File: config.mk
export PLATFORM = sky130hd
export DESIGN_NAME = stopwatch_cmd_ctrl
export DESIGN_NICKNAME = d
export VERILOG_FILES = /design/src/rtl/stopwatch_cmd_ctrl.sv
export SDC_FILE = /design/constraint.sdc
export NUM_CORES = 1
export LEC_CHECK = 0
export ABC_AREA = 1
export BUFFER_PORTS_ARGS = -buffer_cell sky130_fd_sc_hd__buf_4
export CAP_MARGIN = 10
export CORE_MARGIN = 2
export CORE_UTILIZATION = 44
export DETAILED_ROUTE_END_ITERATION = 8
export GPL_ROUTABILITY_DRIVEN = 0
export PLACE_DENSITY = 0.89
export SLEW_MARGIN = 20
export SYNTH_ARGS = -nofsm -noshare
export SYNTH_HDL_FRONTEND = slang
export SYNTH_SLANG_ARGS = --single-unit
File: constraint.sdc
create_clock -name clk -period 2.3 [get_ports clk]
set_input_delay 0.23 -clock clk [delete_from_list [all_inputs] [get_ports clk]]
set_output_delay 0.23 -clock clk [all_outputs]
set_load 0.01 [all_outputs]
File: src/rtl/stopwatch_cmd_ctrl.sv
// stopwatch_cmd_ctrl
//   Command/control unit for the stopwatch time-counter datapath. Takes commands
//   from debounced buttons and UART RX bytes, arbitrates them to at most one command
//   per cycle, and runs a STOP/RUN/CLEAR state machine. The machine drives the
//   datapath's run level and clear level.
//
//   Optional feature, enabled by defining STOPWATCH_LAP_EN:
//     The lap command freezes the displayed time while the live counter keeps running.
//     When the macro is not defined, lap commands are consumed as no-ops and the
//     display always follows the live time.
//
// Ports
//   clk, rst                      clock; asynchronous active-high reset
//   i_btn_runstop/clear/lap       1-cycle debounced button pulses
//   i_rx_data, i_rx_done          UART byte and its 1-cycle valid strobe
//   i_msec/i_sec/i_min/i_hour     live time from the datapath
//   o_runstop, o_clear            registered levels to the datapath
//   o_state                       00 STOP, 01 RUN, 10 CLEAR
//   o_lap_active                  1 = display frozen at the lap time
//   o_cmd_drop                    1-cycle pulse when a UART command is lost
//   o_disp_msec/sec/min/hour      time presented to the display
module stopwatch_cmd_ctrl #(
  parameter logic [7:0] CMD_RUNSTOP  = 8'h72,
  parameter logic [7:0] CMD_CLEAR    = 8'h63,
  parameter logic [7:0] CMD_LAP      = 8'h6C,
  parameter int         CLEAR_CYCLES = 1
) (
  input  logic       clk,
  input  logic       rst,
  input  logic       i_btn_runstop,
  input  logic       i_btn_clear,
  input  logic       i_btn_lap,
  input  logic [7:0] i_rx_data,
  input  logic       i_rx_done,
  input  logic [6:0] i_msec,
  input  logic [5:0] i_sec,
  input  logic [5:0] i_min,
  input  logic [4:0] i_hour,
  output logic       o_runstop,
  output logic       o_clear,
  output logic [1:0] o_state,
  output logic       o_lap_active,
  output logic       o_cmd_drop,
  output logic [6:0] o_disp_msec,
  output logic [5:0] o_disp_sec,
  output logic [5:0] o_disp_min,
  output logic [4:0] o_disp_hour
);

  // State encoding gives o_runstop/o_clear straight from flop bits.
  localparam logic [1:0] ST_STOP  = 2'b00;
  localparam logic [1:0] ST_RUN   = 2'b01;
  localparam logic [1:0] ST_CLEAR = 2'b10;

  localparam logic [1:0] C_NONE = 2'd0;
  localparam logic [1:0] C_RS   = 2'd1;
  localparam logic [1:0] C_CLR  = 2'd2;
  localparam logic [1:0] C_LAP  = 2'd3;

  localparam logic [7:0] CLEAR_LOAD = 8'(CLEAR_CYCLES);

  function automatic logic [7:0] to_lower(input logic [7:0] b);
    if (b >= 8'h41 && b <= 8'h5A) return b | 8'h20;
    return b;
  endfunction

  logic [1:0] state_q, state_d;
  logic [7:0] cnt_q, cnt_d;
  logic       pend_vld_q, pend_vld_d;
  logic [1:0] pend_cmd_q, pend_cmd_d;
  logic       drop_q, drop_d;
  logic [1:0] btn_cmd, uart_cmd, exec_cmd;
  logic [7:0] rx_lc;
  logic       enter_clear;

  // Decode: buttons by fixed priority, UART byte by case-folded match.
  always_comb begin
    btn_cmd = C_NONE;
    if (i_btn_clear)        btn_cmd = C_CLR;
    else if (i_btn_runstop) btn_cmd = C_RS;
    else if (i_btn_lap)     btn_cmd = C_LAP;

    rx_lc    = to_lower(i_rx_data);
    uart_cmd = C_NONE;
    if (i_rx_done) begin
      if (rx_lc == to_lower(CMD_CLEAR))        uart_cmd = C_CLR;
      else if (rx_lc == to_lower(CMD_RUNSTOP)) uart_cmd = C_RS;
      else if (rx_lc == to_lower(CMD_LAP))     uart_cmd = C_LAP;
    end
  end

  // Arbitration: button > pending > new UART. A UART command that cannot run
  // now goes to pending; it is lost only if pending is occupied and stays so.
  always_comb begin
    exec_cmd   = C_NONE;
    pend_vld_d = pend_vld_q;
    pend_cmd_d = pend_cmd_q;
    drop_d     = 1'b0;
    if (btn_cmd != C_NONE) begin
      exec_cmd = btn_cmd;
      if (uart_cmd != C_NONE) begin
        if (!pend_vld_q) begin
          pend_vld_d = 1'b1;
          pend_cmd_d = uart_cmd;
        end else begin
          drop_d = 1'b1;
        end
      end
    end else if (pend_vld_q) begin
      exec_cmd   = pend_cmd_q;
      pend_vld_d = (uart_cmd != C_NONE);
      pend_cmd_d = uart_cmd;
    end else begin
      exec_cmd = uart_cmd;
    end
  end

  // FSM; commands arriving in CLEAR are consumed without effect.
  always_comb begin
    state_d = state_q;
    cnt_d   = cnt_q;
    case (state_q)
      ST_STOP: begin
        if (exec_cmd == C_RS) begin
          state_d = ST_RUN;
        end else if (exec_cmd == C_CLR) begin
          state_d = ST_CLEAR;
          cnt_d   = CLEAR_LOAD;
        end
      end
      ST_RUN: begin
        if (exec_cmd == C_RS) state_d = ST_STOP;
      end
      ST_CLEAR: begin
        // Counter stops at 1 and never wraps; a load of 0 behaves as 1.
        if (cnt_q <= 8'd1) state_d = ST_STOP;
        else               cnt_d   = cnt_q - 8'd1;
      end
      default: state_d = ST_STOP;
    endcase
    enter_clear = (state_d == ST_CLEAR) && (state_q != ST_CLEAR);
  end

  always_ff @(posedge clk or posedge rst) begin
    if (rst) begin
      state_q    <= ST_STOP;
      cnt_q      <= 8'd0;
      pend_vld_q <= 1'b0;
      pend_cmd_q <= C_NONE;
      drop_q     <= 1'b0;
    end else begin
      state_q    <= state_d;
      cnt_q      <= cnt_d;
      pend_vld_q <= pend_vld_d;
      pend_cmd_q <= pend_cmd_d;
      drop_q     <= drop_d;
    end
  end

  assign o_state    = state_q;
  assign o_runstop  = state_q[0];
  assign o_clear    = state_q[1];
  assign o_cmd_drop = drop_q;

`ifdef STOPWATCH_LAP_EN
  logic       lap_q, lap_d;
  logic [6:0] lap_msec_q, lap_msec_d;
  logic [5:0] lap_sec_q, lap_sec_d;
  logic [5:0] lap_min_q, lap_min_d;
  logic [4:0] lap_hour_q, lap_hour_d;

  always_comb begin
    lap_d = lap_q;
    if (enter_clear) begin
      lap_d = 1'b0;
    end else if (exec_cmd == C_LAP) begin
      if (state_q == ST_RUN)       lap_d = ~lap_q;
      else if (state_q == ST_STOP) lap_d = 1'b0;
    end
    lap_msec_d = lap_msec_q;
    lap_sec_d  = lap_sec_q;
    lap_min_d  = lap_min_q;
    lap_hour_d = lap_hour_q;
    // Snapshot the live time only on the freeze edge.
    if (lap_d && !lap_q) begin
      lap_msec_d = i_msec;
      lap_sec_d  = i_sec;
      lap_min_d  = i_min;
      lap_hour_d = i_hour;
    end
  end

  always_ff @(posedge clk or posedge rst) begin
    if (rst) begin
      lap_q      <= 1'b0;
      lap_msec_q <= '0;
      lap_sec_q  <= '0;
      lap_min_q  <= '0;
      lap_hour_q <= '0;
    end else begin
      lap_q      <= lap_d;
      lap_msec_q <= lap_msec_d;
      lap_sec_q  <= lap_sec_d;
      lap_min_q  <= lap_min_d;
      lap_hour_q <= lap_hour_d;
    end
  end

  assign o_lap_active = lap_q;
  assign o_disp_msec  = lap_q ? lap_msec_q : i_msec;
  assign o_disp_sec   = lap_q ? lap_sec_q  : i_sec;
  assign o_disp_min   = lap_q ? lap_min_q  : i_min;
  assign o_disp_hour  = lap_q ? lap_hour_q : i_hour;
`else
  assign o_lap_active = 1'b0;
  assign o_disp_msec  = i_msec;
  assign o_disp_sec   = i_sec;
  assign o_disp_min   = i_min;
  assign o_disp_hour  = i_hour;
`endif

endmodule
Word level (Yosys, flattened, before mapping)
Cells that the tools add are included.

Bits in registers: 14. Input bits: 38. Output and inout bits: 30. Word-level logic and storage cells: 62.

Add/subtract/negate cells: 1. Order comparisons: 3. Equal/unequal tests: 14. Muxes and demuxes: 30. Reductions and logical operators: 9.

Operators with widths (number): $mux 8 (5); $mux 2 (16); $eq 8x7->1 const B (3); $pmux 8 s2 (1); $ne 2x2->1 const B (5); $ge 8x7->1 const B (1); $le 8x1->1 const B (1); $le 8x7->1 const B (1); $reduce_bool 2->1 (4); $sub 8x1->8 const B (1); $mux 1 (7); $pmux 2 s3 (1); $eq 2x1->1 const B (2); $eq 2x2->1 const B (2); $reduce_and 4->1 (1); $ne 3x3->1 const B (1); $reduce_and 3->1 (1); $logic_not 2->1 (1); $ne 2x1->1 const B (1); $reduce_and 2->1 (1); $logic_and 1x1->1 (1).

Depth between registers and ports, before layout
Gate-level depths: netlist of run 1.

Depth after elaboration: 15. Mapped depth: 22. Mapped depth without buffers: 22.

Worst setup path after synthesis of run 1
Ideal clock, no wire load.

Path type: input port to flip-flop. Start: input i_rx_data[2]. End: register cnt_q[5]. Library setup time: 0.077 ns. Data arrival time: 1.859 ns. Setup slack: 0.363 ns. Stages: 21. Buffers on the path: 0. Path through: nor2_1 > nand2_1 > nand2_1 > nand2_1 > nand3_2 > nand2_2 > nand3_2 > nand2_2 > nand2_4 > inv_2 > nand2_2 > nand2_2 > nand2_2 > inv_2 > ha_1 > inv_1 > nand3_1 > nand2_4 > nand2_2 > or2_1 > a21oi_1.

Word-level cells in the longest chain between the ends: 14. Elaborated cells between the ends (all ways): 20. Those cells by class: order compare: 2; eq/ne: 7; mux: 9; reduce/logical: 2.

RTL lines: start: declaration (line 33) `input logic [7:0] i_rx_data,`; $ge 8x7->1 / $le 8x7->1 (equally long branches) (line 63) `if (b >= 8'h41 && b <= 8'h5A) return b | 8'h20;`; $logic_and 1x1->1 (line 63); $mux 1 (line 63); $mux 8 (*) (line 64) `return b;`; $eq 8x7->1 (line 88) `else if (rx_lc == to_lower(CMD_LAP)) uart_cmd = C_LAP;`; $mux 2 (line 88); $mux 2 (line 87) `else if (rx_lc == to_lower(CMD_RUNSTOP)) uart_cmd = C_RS;`; $mux 2 (*) (line 86) `if (rx_lc == to_lower(CMD_CLEAR)) uart_cmd = C_CLR;`; $mux 2 (*) (line 85) `if (i_rx_done) begin`; $mux 2 (*) (line 109) `end else if (pend_vld_q) begin`; $mux 2 (*) (line 99) `if (btn_cmd != C_NONE) begin`; $eq 2x2->1 / $eq 2x1->1 (equally long branches) (line 126, 124); $ne 2x2->1 (no line); $reduce_and 4->1 (no line) (*); end signal: assignment (line 153) `cnt_q <= cnt_d;`; end: declaration (line 68) `logic [7:0] cnt_q, cnt_d;`.

Every way passes the cells marked *; elsewhere a longest branch is shown, timed or not. The select of a mux whose other input is x is not followed. A chain may end at the register's enable or synchronous reset.

Final worst setup path of run 1
Start: input i_rx_data[1]. End: register cnt_q[7].

The elaborated chain is that of the path after synthesis.

==> impl_metrics.tcl, run 1 <==
set metrics [dict create \
    vdd_ir_drop_max_mv 0.344 \
    ctsRootBufferMaster "clkbuf_4" \
    worst_setup_path_start_kind "primary input" \
    die_h_um 56.6 \
    path_common_cell "nand2_2" \
    syn_nets 211 \
    path_clk_slew_ps 90 \
    grt_pass1_vias 782 \
    worst_slack_ps 340 \
    crit_path_max_incr_delay_ps 210 \
    setup_tns_ps 0 \
    hold_viol 0 \
    avgSynthCellArea_sq_um 7.20 \
    rsz0062_at_grt "false" \
    period_minus_slack_ps 1960 \
    cpMaxStageDelayCell "nor3b_1" \
    synth-seq-cells 14 \
    worstSetupPathType "primary input to register" \
    cts_tree "yes" \
    core_sq_um 2690 \
    clock-sinks 14 \
    report.final.slew_viol_count 0 \
    vias 935 \
    netlist_instances 169 \
    endpoint_kind "register" \
    cts_buffers 3 \
    powerDensity_nw_per_um2 407 \
    path_cells "buf_4 -> nor2_1 -> nand2_1 -> nand2_1 -> nand2_1 -> nand3_2 -> nand2_2 -> nand3_2 -> nand2_2 -> nand2_4 -> inv_2 -> nand2_2 -> nand2_2 -> nand2_2 -> inv_2 -> ha_1 -> inv_1 -> nand3_1 -> nand2_4 -> nand2_2 -> o21ai_0 -> nor3b_1" \
    antenna_left 0 \
    wire_per_inst_um 9.30 \
    setup_viol 0 \
    synthArstFlopShare_pct 100 \
    grt_overflow_total 0 \
    detailed_place_hpwl_um 1510 \
    ys_warn_count 0 \
    grt_pass1_wl_um 3070 \
    worst_slew_pin_slew_ps 515 \
    ff2ff_setup_slack_ps 430 \
    finClkSkew_ps 7.50 \
    yosysTopAreaCell "dfrtp_1" \
    drt_iter0_drc 17 \
    synth_area_sq_um 1220 \
    design_power_total_mw 0.505 \
    io_buffer_count 18 \
    timing.fmax_mhz 510 \
    ys_types 28 \
    track_usage_pct 11.8 \
    synth_commonest_cells "30 x nand2_1, 28 x inv_1, 27 x buf_4" \
    first_pass_iters 5 \
    synth_top_area_share_pct 28.8 \
    instances_no_fill 197 \
    drive_gt1_share_pct 26.5 \
    ys.flop_type "dfrtp_1" \
    via_per_inst 4.75 \
    final_nets 209 \
    utilization_pct 46.3 \
    grt_start_max_net_pins 15 \
    fillers 265 \
    netlist_top_cells_area "dfrtp_1 29%, buf_4 17%, nand2_1 9.2%, inv_1 8.6%, ha_1 4.1%" \
    clkLatencyLatePin_ps 280 \
    wirelength_um 1830 \
    finalCritPeriodShare_pct 85.2 \
    antenna_found_initial 0 \
    cts-resized-gates 0 \
    ioPinCount 68 \
    die_w_um 56.6 \
    cts-htree-levels 1 \
    antennaDiodeCount 0 \
    syn2layout_area_growth_pct 2.06 \
    worstPathArrival_ps 2150 \
    post-route-drc-count 0 \
    status "finished, final reports clean" \
    cp_max_fo 4 \
    synth_edf_count 0 \
    slew-limit-headroom_pct 65.6 \
    hold_path_class "primary input to register" \
    die_area_sq_um 3200 \
    initial_utilization_pct 45.3 \
    seq_area_frac_synth_pct 28.8 \
    leakagePower_nw 0.713 \
    cp.required_ps 2490 \
    drv_cap 0 \
    cts_buffer_depth 2 \
    num_rows 19 \
    post-place-ws_ps 37.5 \
    dpl.cell_count 192 \
    yosysMostFrequentCell "nand2_1" \
]
where the power goes:
| part | internal, mW | switching (mW) | total, mW |
|---|---|---|---|
| registers | 0.251 | 0.00306 | 0.254 |
| logic | 0.0315 | 0.0401 | 0.0716 |
| clock network | 0.0964 | 0.0828 | 0.179 |
| total | 0.379 | 0.126 | 0.505 |
cells by family (layout without fill, tap and decap cells):
group / Yosys count / in the layout / share of synthesized area (%)
other: 1 / 1 / 0.308
xor gates and xnor gates: 2 / 2 / 1.44
and+or+nand+nor: 77 / 77 / 32.2
buffers and inverters: 58 / 55 / 26.2
adders and majority gates: 4 / 4 / 4.11
DFF: 14 / 14 / 28.8
AOI/OAI and AO/OA: 13 / 13 / 6.99
worst paths after layout:
check	startpoint	endpoint	cells after the start
max in group asynchronous	rst	cnt_q[7]	3
min in group asynchronous	rst	cnt_q[3]	3
min	i_rx_done	o_cmd_drop	3
min reg2reg	pend_cmd_q[1]	pend_cmd_q[1]	2
max reg2reg	pend_vld_q	cnt_q[7]	12
max	i_rx_data[1]	cnt_q[7]	22
repair_timing:
action / 4_1_cts / 5_1_grt
hold buffers: 1 / 0
hold endpoints to repair: 14 / 0
setup buffers: 0 / 0
cell usage in the layout, fill, tap and decap left out:
cell            n
inv_1          28
a21oi_1         5
nor3_1          5
nand2_2         6
conb_1          1
clkbuf_8        1
nor2_1         12
nor3_2          1
xor2_1          2
nand2_1        30
and3_2          1
or2_0           1
nand3_2         2
nor2_2          1
nand2_4         3
buf_4          19
o211ai_2        1
nor3b_1         2
clkbuf_4        3
ha_1            4
or2_1           1
dlygate4sd3_1   1
nand3_1         8
inv_2           3
o21a_1          1
o2111ai_2       1
dfrtp_1        14
nand4_1         1
or2_2           2
o21ai_0         5
nand3b_1        1
layout make-up:
class	instances	area (sq um)	share of cell area (%)
timing repair buffer	20	153	12.3
sequential	14	350	28.2
clock buffer	4	36.3	2.92
tap	31	38.8	3.12
inverter	31	116	9.37
multi-input combinational	97	548	44.1
stage by stage:
stage | area [sq um] | hold slack (ps)
finish | 1240 | 242
global placement | 1200 | 294
detailed placement | 1200 | 305
floorplan | 1220 | 119
global route | 1240 | 253
CTS | 1240 | 248
flip-flops by register name, indices dropped and copies added, names as in the netlist:
name        flops
cnt_q           8
pend_vld_q      1
o_state         2
o_cmd_drop      1
pend_cmd_q      2
critical path: cells and delay by family:
family,cells,cell delay [ps]
buffers and inverters,4,280
adders and majority gates,1,190
AOI/OAI and AO/OA,1,130
and+or+nand+nor,16,1300
routing by layer:
metal / routed length (um) / vias up / GRT usage, %
met5: 0 / - / 0
met4: 48 / 0 / 6.46
met3: 122 / 7 / 1.84
met2: 854 / 36 / 20.1
met1: 807 / 409 / 14.0
li1: - / 483 / -
No activity file was read; power rests on OpenSTA's default activity.
==> run 2, diff against run 1 <==
CORE_UTILIZATION = 40   (was 44)
PLACE_DENSITY = 0.85   (was 0.89)
clock period = 1.7 ns   (was 2.3 ns; I/O delays follow)
==> run 2 against run 1 <==
  * Flip-flop and latch count unchanged
  * Critical path depth is the same
  * Non-clock buffer count grew 8
  * Final cell count is 5.1% higher
  * Critical endpoint is now cnt_q[5]
  * Largest cell class unchanged
==> impl_metrics.tcl, run 2 (synthesized netlist as in run 1, its figures left out) <==
set metrics [dict create \
    status "finished, final reports clean" \
    cts-htree-levels 1 \
    layout_common_cells "28 x nand2_1, 24 x inv_1, 23 x buf_4, 14 x dfrtp_1, 8 x nor2_1" \
    drt_iter0_drc 28 \
    period_minus_slack_ps 1700 \
    rsz0062_at_grt "true" \
    post-route-drc-count 0 \
    initial_utilization_pct 40.9 \
    antenna_left 0 \
    worstPathArrival_ps 1900 \
    post-place-ws_ps -315 \
    largest_register_ffs 8 \
    hold_depth 5 \
    path_cells "buf_8 -> nor2_4 -> nand2_2 -> nand2_1 -> nand2_1 -> nand3_2 -> nand2_2 -> nand3_2 -> nand2_2 -> nand2_4 -> inv_2 -> nand2_2 -> nand2_2 -> nand2_2 -> inv_2 -> ha_4 -> inv_2 -> nand3_2 -> nand2_4 -> nand2_4 -> or2_1 -> a21oi_1" \
    track_usage_pct 13.1 \
    wire_per_inst_um 10.3 \
    cts_tree "yes" \
    antenna_found_initial 0 \
    rr_worst_depth 12 \
    min_from "i_btn_lap" \
    grt_pass1_vias 932 \
    die_h_um 59.2 \
    crit_path_max_incr_delay_ps 220 \
    antennaDiodeCount 0 \
    design_power_total_mw 0.708 \
    detailed_place_hpwl_um 1720 \
    cpMaxStageDelayCell "or2_1" \
    hold_path_class "primary input to register" \
    clkLatencyLatePin_ps 270 \
    drv_cap 0 \
    num_rows 20 \
    vias 942 \
    via_per_inst 4.55 \
    cp.required_ps 1910 \
    critPathLaunch "i_rx_data[2]" \
    final_common_cell "nand2_1" \
    leakagePower_nw 0.768 \
    worst_setup_path_start_kind "primary input" \
    setup_viol 0 \
    clock-sinks 14 \
    ctsRootBufferMaster "clkbuf_4" \
    rr_startpoint "pend_vld_q" \
    path_clk_slew_ps 90 \
    path_common_cell "nand2_2" \
    worstSetupPathType "primary input to register" \
    wirelength_um 2130 \
    finalCritPeriodShare_pct 99.7 \
    first_pass_iters 4 \
    cts_buffer_depth 2 \
    setup_tns_ps 0 \
    endpoint_kind "register" \
    final_nets 217 \
    slew-limit-headroom_pct 63.9 \
    syn2layout_area_growth_pct 15.7 \
    ioPinCount 68 \
    top_register "cnt_q" \
    cts_buffers 3 \
    grt_start_max_net_pins 15 \
    die_w_um 59.2 \
    io_buffer_count 18 \
    grt_overflow_total 0 \
    report.final.slew_viol_count 0 \
    core_sq_um 2980 \
    powerDensity_nw_per_um2 502 \
    drive_gt1_share_pct 38.5 \
    grt_pass1_wl_um 3630 \
    worst_slack_ps 4.50 \
    worst_slew_pin_slew_ps 540 \
    finClkSkew_ps 0.652 \
    cp_max_fo 5 \
    die_area_sq_um 3500 \
    timing.fmax_mhz 590 \
    vdd_ir_drop_max_mv 0.182 \
    hold_viol 0 \
]
-- run 2: where the power goes --
part	internal (mW)	switching (mW)	total, mW
combinational	0.0575	0.0681	0.126
sequential	0.340	0.00487	0.345
clock	0.130	0.107	0.238
total	0.528	0.180	0.708
-- run 2: critical path: cells and delay by family --
family / cells / cell delay [ps]
and+or+nand+nor: 16 / 1240
buffers and inverters: 4 / 250
AOI/OAI and AO/OA: 1 / 120
adders and majority gates: 1 / 150
-- run 2: final cells by class --
| cell class | count | area [sq um] |
|---|---|---|
| Inverter | 31 | 119 |
| Multi-Input combinational cell | 97 | 627 |
| Sequential cell | 14 | 350 |
| Tap cell | 33 | 41.3 |
| Clock buffer | 4 | 36.3 |
| Fill cell | 289 | 1570 |
| Timing Repair Buffer | 28 | 235 |
-- run 2: path summary, 6_finish.rpt --
path | to | slack, ps
hold reg to reg | pend_cmd_q[0] | 490
min in group asynchronous | cnt_q[0] | 490
hold / removal | pend_vld_q | 280
setup reg to reg | cnt_q[5] | 30
max in group asynchronous | pend_vld_q | 860
setup / recovery | cnt_q[5] | 4
-- run 2: metal layers --
layer  global-route usage (%)  part of all wire (%)  vias up
li1                         -                     -      499
met1                     14.4                    43      423
met2                     24.9                    52       16
met3                     1.53                   3.8        4
met4                     5.84                   1.2        0
met5                        0                     0        -
-- run 2: timing repair --
action | in CTS | in global routing
hold endpoints to repair | 14 | 0
resized for setup | 5 | 6
hold buffers | 1 | 0
buffers inserted | 0 | 2
endpoints found under the setup margin | 1 | 6
gates cloned | 0 | 0
pin swaps | 0 | 1
-- run 2: per-stage QoR --
step / area [sq um] / utilization, % / hold WS (ps) / cells
floorplan: 1290 / - / 59.2 / 169
global placement: 1320 / 44.2 / 238 / 200
detailed placement: 1320 / 44.2 / 247 / 200
CTS: 1380 / 46.2 / 270 / 205
global route: 1410 / 47.3 / 303 / 207
finish: 1410 / 47.3 / 278 / 207
